--- src/rtl/instr_mem_loader_pkg.sv ---
// Shared constants for the instruction memory loader: FSM encoding, word size,
// lane insertion helper and a few opcodes used to build test images.
package instr_mem_loader_pkg;

  localparam int INSTR_BYTES = 4;

  localparam logic [2:0] IDLE  = 3'd0;
  localparam logic [2:0] LOAD  = 3'd1;
  localparam logic [2:0] FLUSH = 3'd2;
  localparam logic [2:0] DONE  = 3'd3;
  localparam logic [2:0] ERR   = 3'd4;

  localparam logic [5:0] ADDI = 6'b001000;
  localparam logic [5:0] ORI  = 6'b001101;
  localparam logic [5:0] J    = 6'b000010;

  // Lane 0 starts a fresh word, so the unwritten lanes of a short tail word
  // are already zero when it is emitted.
  function automatic logic [31:0] insert_lane(input logic [31:0] word,
                                              input logic [1:0]  lane,
                                              input logic [7:0]  b);
    logic [31:0] w;
    w = word;
    case (lane)
      2'd0:    w = {b, 24'h000000};
      2'd1:    w[23:16] = b;
      2'd2:    w[15:8]  = b;
      default: w[7:0]   = b;
    endcase
    return w;
  endfunction

endpackage

--- src/rtl/instr_mem_loader_if.sv ---
// Byte-stream input and instruction memory write port of the loader.
interface instr_mem_loader_if;
  logic        byte_valid;
  logic [7:0]  byte_data;
  logic        byte_last;
  logic        byte_ready;
  logic        wr_en;
  logic [31:0] wr_addr;
  logic [31:0] wr_data;

  modport master (
    output byte_valid, byte_data, byte_last,
    input  byte_ready, wr_en, wr_addr, wr_data
  );

  modport slave (
    input  byte_valid, byte_data, byte_last,
    output byte_ready, wr_en, wr_addr, wr_data
  );
endinterface

--- src/rtl/instr_mem_loader_packer.sv ---
// Big-endian word assembly: lane decode and assembly register. word_o already
// contains the byte being accepted this cycle.
module instr_word_packer
  import instr_mem_loader_pkg::*;
(
  input  logic        clk_i,
  input  logic        rst_i,
  input  logic        clear_i,
  input  logic        accept_i,
  input  logic [1:0]  lane_i,
  input  logic [7:0]  byte_i,
  output logic [31:0] word_o
);
  logic [31:0] asm_q, asm_d;

  always_comb begin
    word_o = insert_lane(asm_q, lane_i, byte_i);
    asm_d  = asm_q;
    if (clear_i)
      asm_d = '0;
    else if (accept_i)
      asm_d = word_o;
  end

  always_ff @(posedge clk_i) begin
    if (rst_i)
      asm_q <= '0;
    else
      asm_q <= asm_d;
  end
endmodule

--- src/rtl/instr_mem_loader.sv ---
// Program loader: packs a byte stream into big-endian words and writes them
// into instruction memory while holding the CPU stalled.
module instr_mem_loader
  import instr_mem_loader_pkg::*;
#(
  parameter int DEPTH_BYTES = 256,
  parameter int CNT_W       = 9
) (
  input  logic              clk_i,
  input  logic              rst_i,
  input  logic              start_i,
  instr_mem_loader_if.slave bus,
  output logic              cpu_hold_o,
  output logic              busy_o,
  output logic              done_o,
  output logic              err_overflow_o,
  output logic [CNT_W-1:0]  byte_count_o
);
  // state | meaning
  // IDLE  | after reset, nothing loaded
  // LOAD  | accepting bytes, CPU held
  // FLUSH | final (possibly padded) word is on the write port
  // DONE  | image complete, CPU released
  // ERR   | image overran memory, CPU kept held

  logic [2:0]       state_q, state_d;
  logic [CNT_W-1:0] count_q, count_d;
  logic             wr_en_q, wr_en_d;
  logic [31:0]      wr_addr_q, wr_addr_d;
  logic [31:0]      wr_data_q, wr_data_d;

  logic        at_limit;
  logic        accept;
  logic        start_ok;
  logic        word_done;
  logic [1:0]  lane;
  logic [31:0] word;

  assign at_limit       = (count_q == CNT_W'(DEPTH_BYTES));
  assign bus.byte_ready = (state_q == LOAD) && !at_limit;
  assign accept         = bus.byte_valid && bus.byte_ready;
  assign lane           = count_q[1:0];
  assign start_ok       = start_i && ((state_q == IDLE) || (state_q == DONE) || (state_q == ERR));
  assign word_done      = accept && ((lane == 2'd3) || bus.byte_last);

  instr_word_packer u_packer (
    .clk_i    (clk_i),
    .rst_i    (rst_i),
    .clear_i  (start_ok),
    .accept_i (accept),
    .lane_i   (lane),
    .byte_i   (bus.byte_data),
    .word_o   (word)
  );

  always_comb begin
    state_d   = state_q;
    count_d   = count_q;
    wr_en_d   = 1'b0;
    wr_addr_d = wr_addr_q;
    wr_data_d = wr_data_q;

    case (state_q)
      IDLE, DONE, ERR: begin
        if (start_i) begin
          state_d = LOAD;
          count_d = '0;
        end
      end
      LOAD: begin
        if (accept) begin
          count_d = count_q + CNT_W'(1);
          if (bus.byte_last)
            state_d = FLUSH;
        end else if (bus.byte_valid && at_limit) begin
          state_d = ERR;
        end
      end
      FLUSH:   state_d = DONE;
      default: state_d = IDLE;
    endcase

    // Completed word moves to its own register so assembly continues bubble-free.
    if (word_done) begin
      wr_en_d   = 1'b1;
      wr_addr_d = 32'({count_q[CNT_W-1:2], 2'b00});
      wr_data_d = word;
    end
  end

  always_ff @(posedge clk_i) begin
    if (rst_i) begin
      state_q   <= IDLE;
      count_q   <= '0;
      wr_en_q   <= 1'b0;
      wr_addr_q <= '0;
      wr_data_q <= '0;
    end else begin
      state_q   <= state_d;
      count_q   <= count_d;
      wr_en_q   <= wr_en_d;
      wr_addr_q <= wr_addr_d;
      wr_data_q <= wr_data_d;
    end
  end

  assign bus.wr_en      = wr_en_q;
  assign bus.wr_addr    = wr_addr_q;
  assign bus.wr_data    = wr_data_q;
  assign cpu_hold_o     = (state_q == LOAD) || (state_q == FLUSH) || (state_q == ERR);
  assign busy_o         = (state_q == LOAD) || (state_q == FLUSH);
  assign done_o         = (state_q == DONE);
  assign err_overflow_o = (state_q == ERR);
  assign byte_count_o   = count_q;
endmodule

--- src/flat_wrapper.sv ---
// flat-port wrapper written by rule: the top's interface ports become plain ports
module instr_mem_loader_flat import instr_mem_loader_pkg::*;
#(
  parameter int DEPTH_BYTES = 256,
  parameter int CNT_W       = 9
)
  (clk_i, rst_i, start_i, cpu_hold_o, busy_o, done_o, err_overflow_o, byte_count_o, bus_byte_valid, bus_byte_data, bus_byte_last, bus_byte_ready, bus_wr_en, bus_wr_addr, bus_wr_data);
  instr_mem_loader_if bus_i ();
  input  logic clk_i;
  input  logic rst_i;
  input  logic start_i;
  output logic cpu_hold_o;
  output logic busy_o;
  output logic done_o;
  output logic err_overflow_o;
  output logic [CNT_W-1:0] byte_count_o;
  input wire logic [$bits(bus_i.byte_valid)-1:0] bus_byte_valid;
  input wire logic [$bits(bus_i.byte_data)-1:0] bus_byte_data;
  input wire logic [$bits(bus_i.byte_last)-1:0] bus_byte_last;
  output wire logic [$bits(bus_i.byte_ready)-1:0] bus_byte_ready;
  output wire logic [$bits(bus_i.wr_en)-1:0] bus_wr_en;
  output wire logic [$bits(bus_i.wr_addr)-1:0] bus_wr_addr;
  output wire logic [$bits(bus_i.wr_data)-1:0] bus_wr_data;
  assign bus_i.byte_valid = bus_byte_valid;
  assign bus_i.byte_data = bus_byte_data;
  assign bus_i.byte_last = bus_byte_last;
  assign bus_byte_ready = bus_i.byte_ready;
  assign bus_wr_en = bus_i.wr_en;
  assign bus_wr_addr = bus_i.wr_addr;
  assign bus_wr_data = bus_i.wr_data;
  instr_mem_loader #(.DEPTH_BYTES(DEPTH_BYTES), .CNT_W(CNT_W)) u_core (.clk_i(clk_i), .rst_i(rst_i), .start_i(start_i), .bus(bus_i), .cpu_hold_o(cpu_hold_o), .busy_o(busy_o), .done_o(done_o), .err_overflow_o(err_overflow_o), .byte_count_o(byte_count_o));
endmodule
--- config.mk ---
export PLATFORM = sky130hd
export DESIGN_NAME = instr_mem_loader_flat
export DESIGN_NICKNAME = d
export VERILOG_FILES = /design/src/rtl/instr_mem_loader_pkg.sv /design/src/rtl/instr_mem_loader_if.sv /design/src/rtl/instr_mem_loader_packer.sv /design/src/rtl/instr_mem_loader.sv /design/src/flat_wrapper.sv
export SDC_FILE = /design/constraint.sdc
export NUM_CORES = 1
export LEC_CHECK = 0
export ABC_AREA = 1
export CAP_MARGIN = 5
export CORE_MARGIN = 1.5
export CORE_UTILIZATION = 30
export CTS_CLUSTER_SIZE = 25
export DETAILED_ROUTE_END_ITERATION = 8
export GPL_TIMING_DRIVEN = 0
export PLACE_DENSITY_LB_ADDON = 0.25
export SKIP_LAST_GASP = 1
export SLEW_MARGIN = 20
export SYNTH_ARGS = -nofsm -noshare
export SYNTH_HDL_FRONTEND = slang
export SYNTH_SLANG_ARGS = --single-unit
--- constraint.sdc ---
create_clock -name clk_i -period 1.63 [get_ports clk_i]
set_input_delay 0.4075 -clock clk_i [delete_from_list [all_inputs] [get_ports clk_i]]
set_output_delay 0.4075 -clock clk_i [all_outputs]
set_load 0.005 [all_outputs]
==> qor.yml <==
outcome: "complete, but fails checks"
violations: "setup timing"
hold_depth: 2
fin_setup_tns_ps: -4980
setup_slack_ps: -143
ant_nets: 0
synth.distinct_cells: 26
crit_slowest_cell: "dfxtp_2"
cts_made_buffers: 9
area_growth_pct: 67.2
num_vias: 3883
critPathRequiredTime_ps: 1220
grt_pass1_vias: 3576
num_antenna_cells: 0
synth_largest_area_cell: "dfxtp_1"
grt_first_pass_wirelength_mm: 17.8
antenna_found_initial: 0
ys_seq_area_share_pct: 44.9
fin_nets: 676
pin_count: 92
drt_pass1_iterations: 6
hold_viol: 0
whs_endpoint: "u_core.state_q[1]"
grtUsageTotal_pct: 17.4
r2r-start: "u_core.byte_count_o[1]"
insertion_delay_ps: 340
clockBufferDepth: 2
netlist_area_um2: 3750
ctsHoldBuffers: 0
max_stage_delay_ps: 320
hpwl_mm: 7.43
path_clk_slew_ps: 60
cpLargestDelayFamily: "buffers and inverters"
pwr-share-clk_pct: 30.5
skew_ps: 4.95
fin_util_pct: 51.7
fin_crit_ps: 1770
fin_crit_sh_pct: 109
drive_gt1_share_pct: 38.8
holdWs_ps: 392
power_frac_seq_pct: 34.9
clock_sinks: 84
grt_max_degree: 15
yosysMostFrequentCell: "dfxtp_1"
async_flop_share_pct: 0
p_per_area_nw_per_um2: 1070
rows: 40
critPathLaunchType: "flip-flop"
path_cells: "inv_2 -> nor3_4 -> buf_4 -> inv_2 -> nand2_2 -> or2_4 -> buf_6"
p_leak_uw: 0.00283
rrSetupSlack_ps: -130
vdd_drop_max_mv: 0.613
critPathArrivalTime_ps: 1370
p_comb_share_pct: 34.6
path_class: "flip-flop to output pin"
dieArea_um2: 13200
die_w_um: 115
crit_fanout: 2
worstMarginPinSlew_ps: 536
viasPerCell: 4.67
htreeDepth: 3
slew_headroom_pct: 63.9
synth_edf_count: 0
synth_area_leaders: "dfxtp_1 (45%), o21ai_0 (9.3%), a21oi_1 (6.8%)"
fmax_mhz: 564
yosysTopAreaCellShare_pct: 44.9
die_h_um: 115
port_buffers: 65
internal-power_uw: 4560
routed_wirelength_mm: 12.1
synth_common_cells: "dfxtp_1 (84), o21ai_0 (70), nand2_1 (64), nor2_1 (62), inv_1 (53)"
sw_frac_of_total_pct: 32.0
crit_top_cell: "inv_2"
synth-seq-cells: 84
setup_viol_count_final: 70
worstHoldStart: "rst_i"
worstRegToRegCells: 13
crit_buf_inv: 4
dominantRegCellSynth: "dfxtp_1"
reg2reg_to: "u_core.bus.wr_data[12]"
first_iter_violations: 262
synth_cells: 507
slew_viol_final: 0
wire_per_inst_um: 14.6
start_util_pct: 30.9
grt_overflow_total: 0
fin_total_pwr_uw: 6700
rsz0062_at_grt: "true"
hp-class: "primary input to flip-flop"
core_um2: 12100
yosysWarningCount: 0
maxCapViolations: 0
switchingPower_uw: 2150
syn_area_per_cell_um2: 7.39
ctsRootBufferMaster: "clkbuf_16"
cts_tree: "built"
cp-end-kind: "output pin"
globalplace.congestion: 0.795
drc: 0
-- how the worst max path moves through the flow --
| stage | start | endpoint | depth (start not counted) |
|---|---|---|---|
| 2_1_floorplan | u_core.byte_count_o[0] | u_core.bus.wr_data[17] | 12 |
| 4_1_cts | u_core.byte_count_o[1] | bus_byte_ready | 8 |
| 3_3_place_gp | rst_i | u_core.byte_count_o[5] | 8 |
| 5_1_grt | u_core.byte_count_o[1] | u_core.bus.wr_data[27] | 13 |
| 3_5_place_dp | rst_i | u_core.byte_count_o[5] | 8 |
| 6_report | u_core.state_q[0] | cpu_hold_o | 7 |
-- flip-flops by register name (all words and copies together), names as in the netlist --
signal,cells
u_core.bus.wr_addr,7
u_core.bus.wr_data,32
u_core.bus.wr_en,1
u_core.byte_count_o,9
u_core.state_q,3
u_core.u_packer.asm_q,32
-- layout make-up --
class                           count  area (um^2)
Multi-Input combinational cell    341         2150
Timing Repair inverter              1         6.26
Timing Repair Buffer              117         1210
Fill cell                        1123         5850
Tap cell                          168          210
Clock inverter                      7         65.1
Buffer                             46          415
Inverter                           58          255
Clock buffer                        9          225
Sequential cell                    84         1730
-- placed cells by master (no fill, tap or decap), types with 5 or more instances in the layout --
cell type / count
nand3_2: 5
inv_2: 6
dfxtp_2: 13
buf_8: 6
nand3_1: 17
dfxtp_1: 63
nand2_1: 50
nor2_1: 33
buf_12: 7
nand2_4: 5
buf_4: 55
o21ai_1: 27
a21oi_1: 30
dfxtp_4: 8
o21ai_0: 36
nor2_2: 23
nor2_4: 7
inv_4: 5
conb_1: 25
nand2_2: 8
o21ai_2: 11
inv_1: 44
dlygate4sd2_1: 5
a21oi_2: 20
buf_6: 22
o22ai_2: 6
o22ai_1: 7
dlymetal6s2s_1: 12
clkdlybuf4s50_1: 43
clkbuf_16: 11
-- kinds of logic (layout without fill, tap and decap cells) --
group	Yosys count	after routing	synth area share, %
buffers and inverters	107	238	13.8
XOR/XNOR	2	2	0.468
flip-flops	84	84	44.9
other	1	25	0.100
adder cells (fa/ha/maj)	5	5	1.67
AO/OA/AOI/OAI	148	148	20.8
AND/OR/NAND/NOR	160	161	18.3
-- worst register-to-register path, cell delays in order (launching register included) --
cell and delay (ps):
dfxtp_4 360, inv_4 40, ha_4 150, nand2_2 60, nor2_2 30, nand2_2 80
buf_6 120, nand3_4 120, nor2_4 160, buf_12 170, inv_8 70, clkbuf_16 160
nor2_2 70, nor2_1 50
-- power by group through the flow --
| stage | Combinational, uW | Clock [uW] | Sequential (uW) |
|---|---|---|---|
| CTS | 1780 | 2070 | 2340 |
| global placement | 1340 | 0 | 2380 |
| global route | 2500 | 2150 | 2360 |
| floorplan | 822 | 0 | 2370 |
| detailed placement | 1380 | 0 | 2380 |
| finish | 2320 | 2040 | 2340 |
-- timing repair --
item / in CTS / in global routing
gates cloned: 5 / 4
gates resized for setup: 151 / 162
endpoints found under the setup margin: 92 / 109
setup buffers: 24 / 23
pin swaps: 12 / 18
-- through the flow --
| step | instances | area [um^2] | setup slack [ps] |
|---|---|---|---|
| after floorplan | 531 | 3880 | 2.17 |
| after global placement | 764 | 4750 | -381 |
| after detailed placement | 764 | 4750 | -409 |
| after CTS | 808 | 5560 | -141 |
| after global routing | 831 | 6270 | -205 |
| final | 831 | 6270 | -143 |
-- routing by layer --
metal	track usage, %	wire length [um]
met3	3.69	686
met4	6.09	191
met2	28.4	5840
met1	22.9	5400
met5	0	0
(Power assumes the default switching activity.)
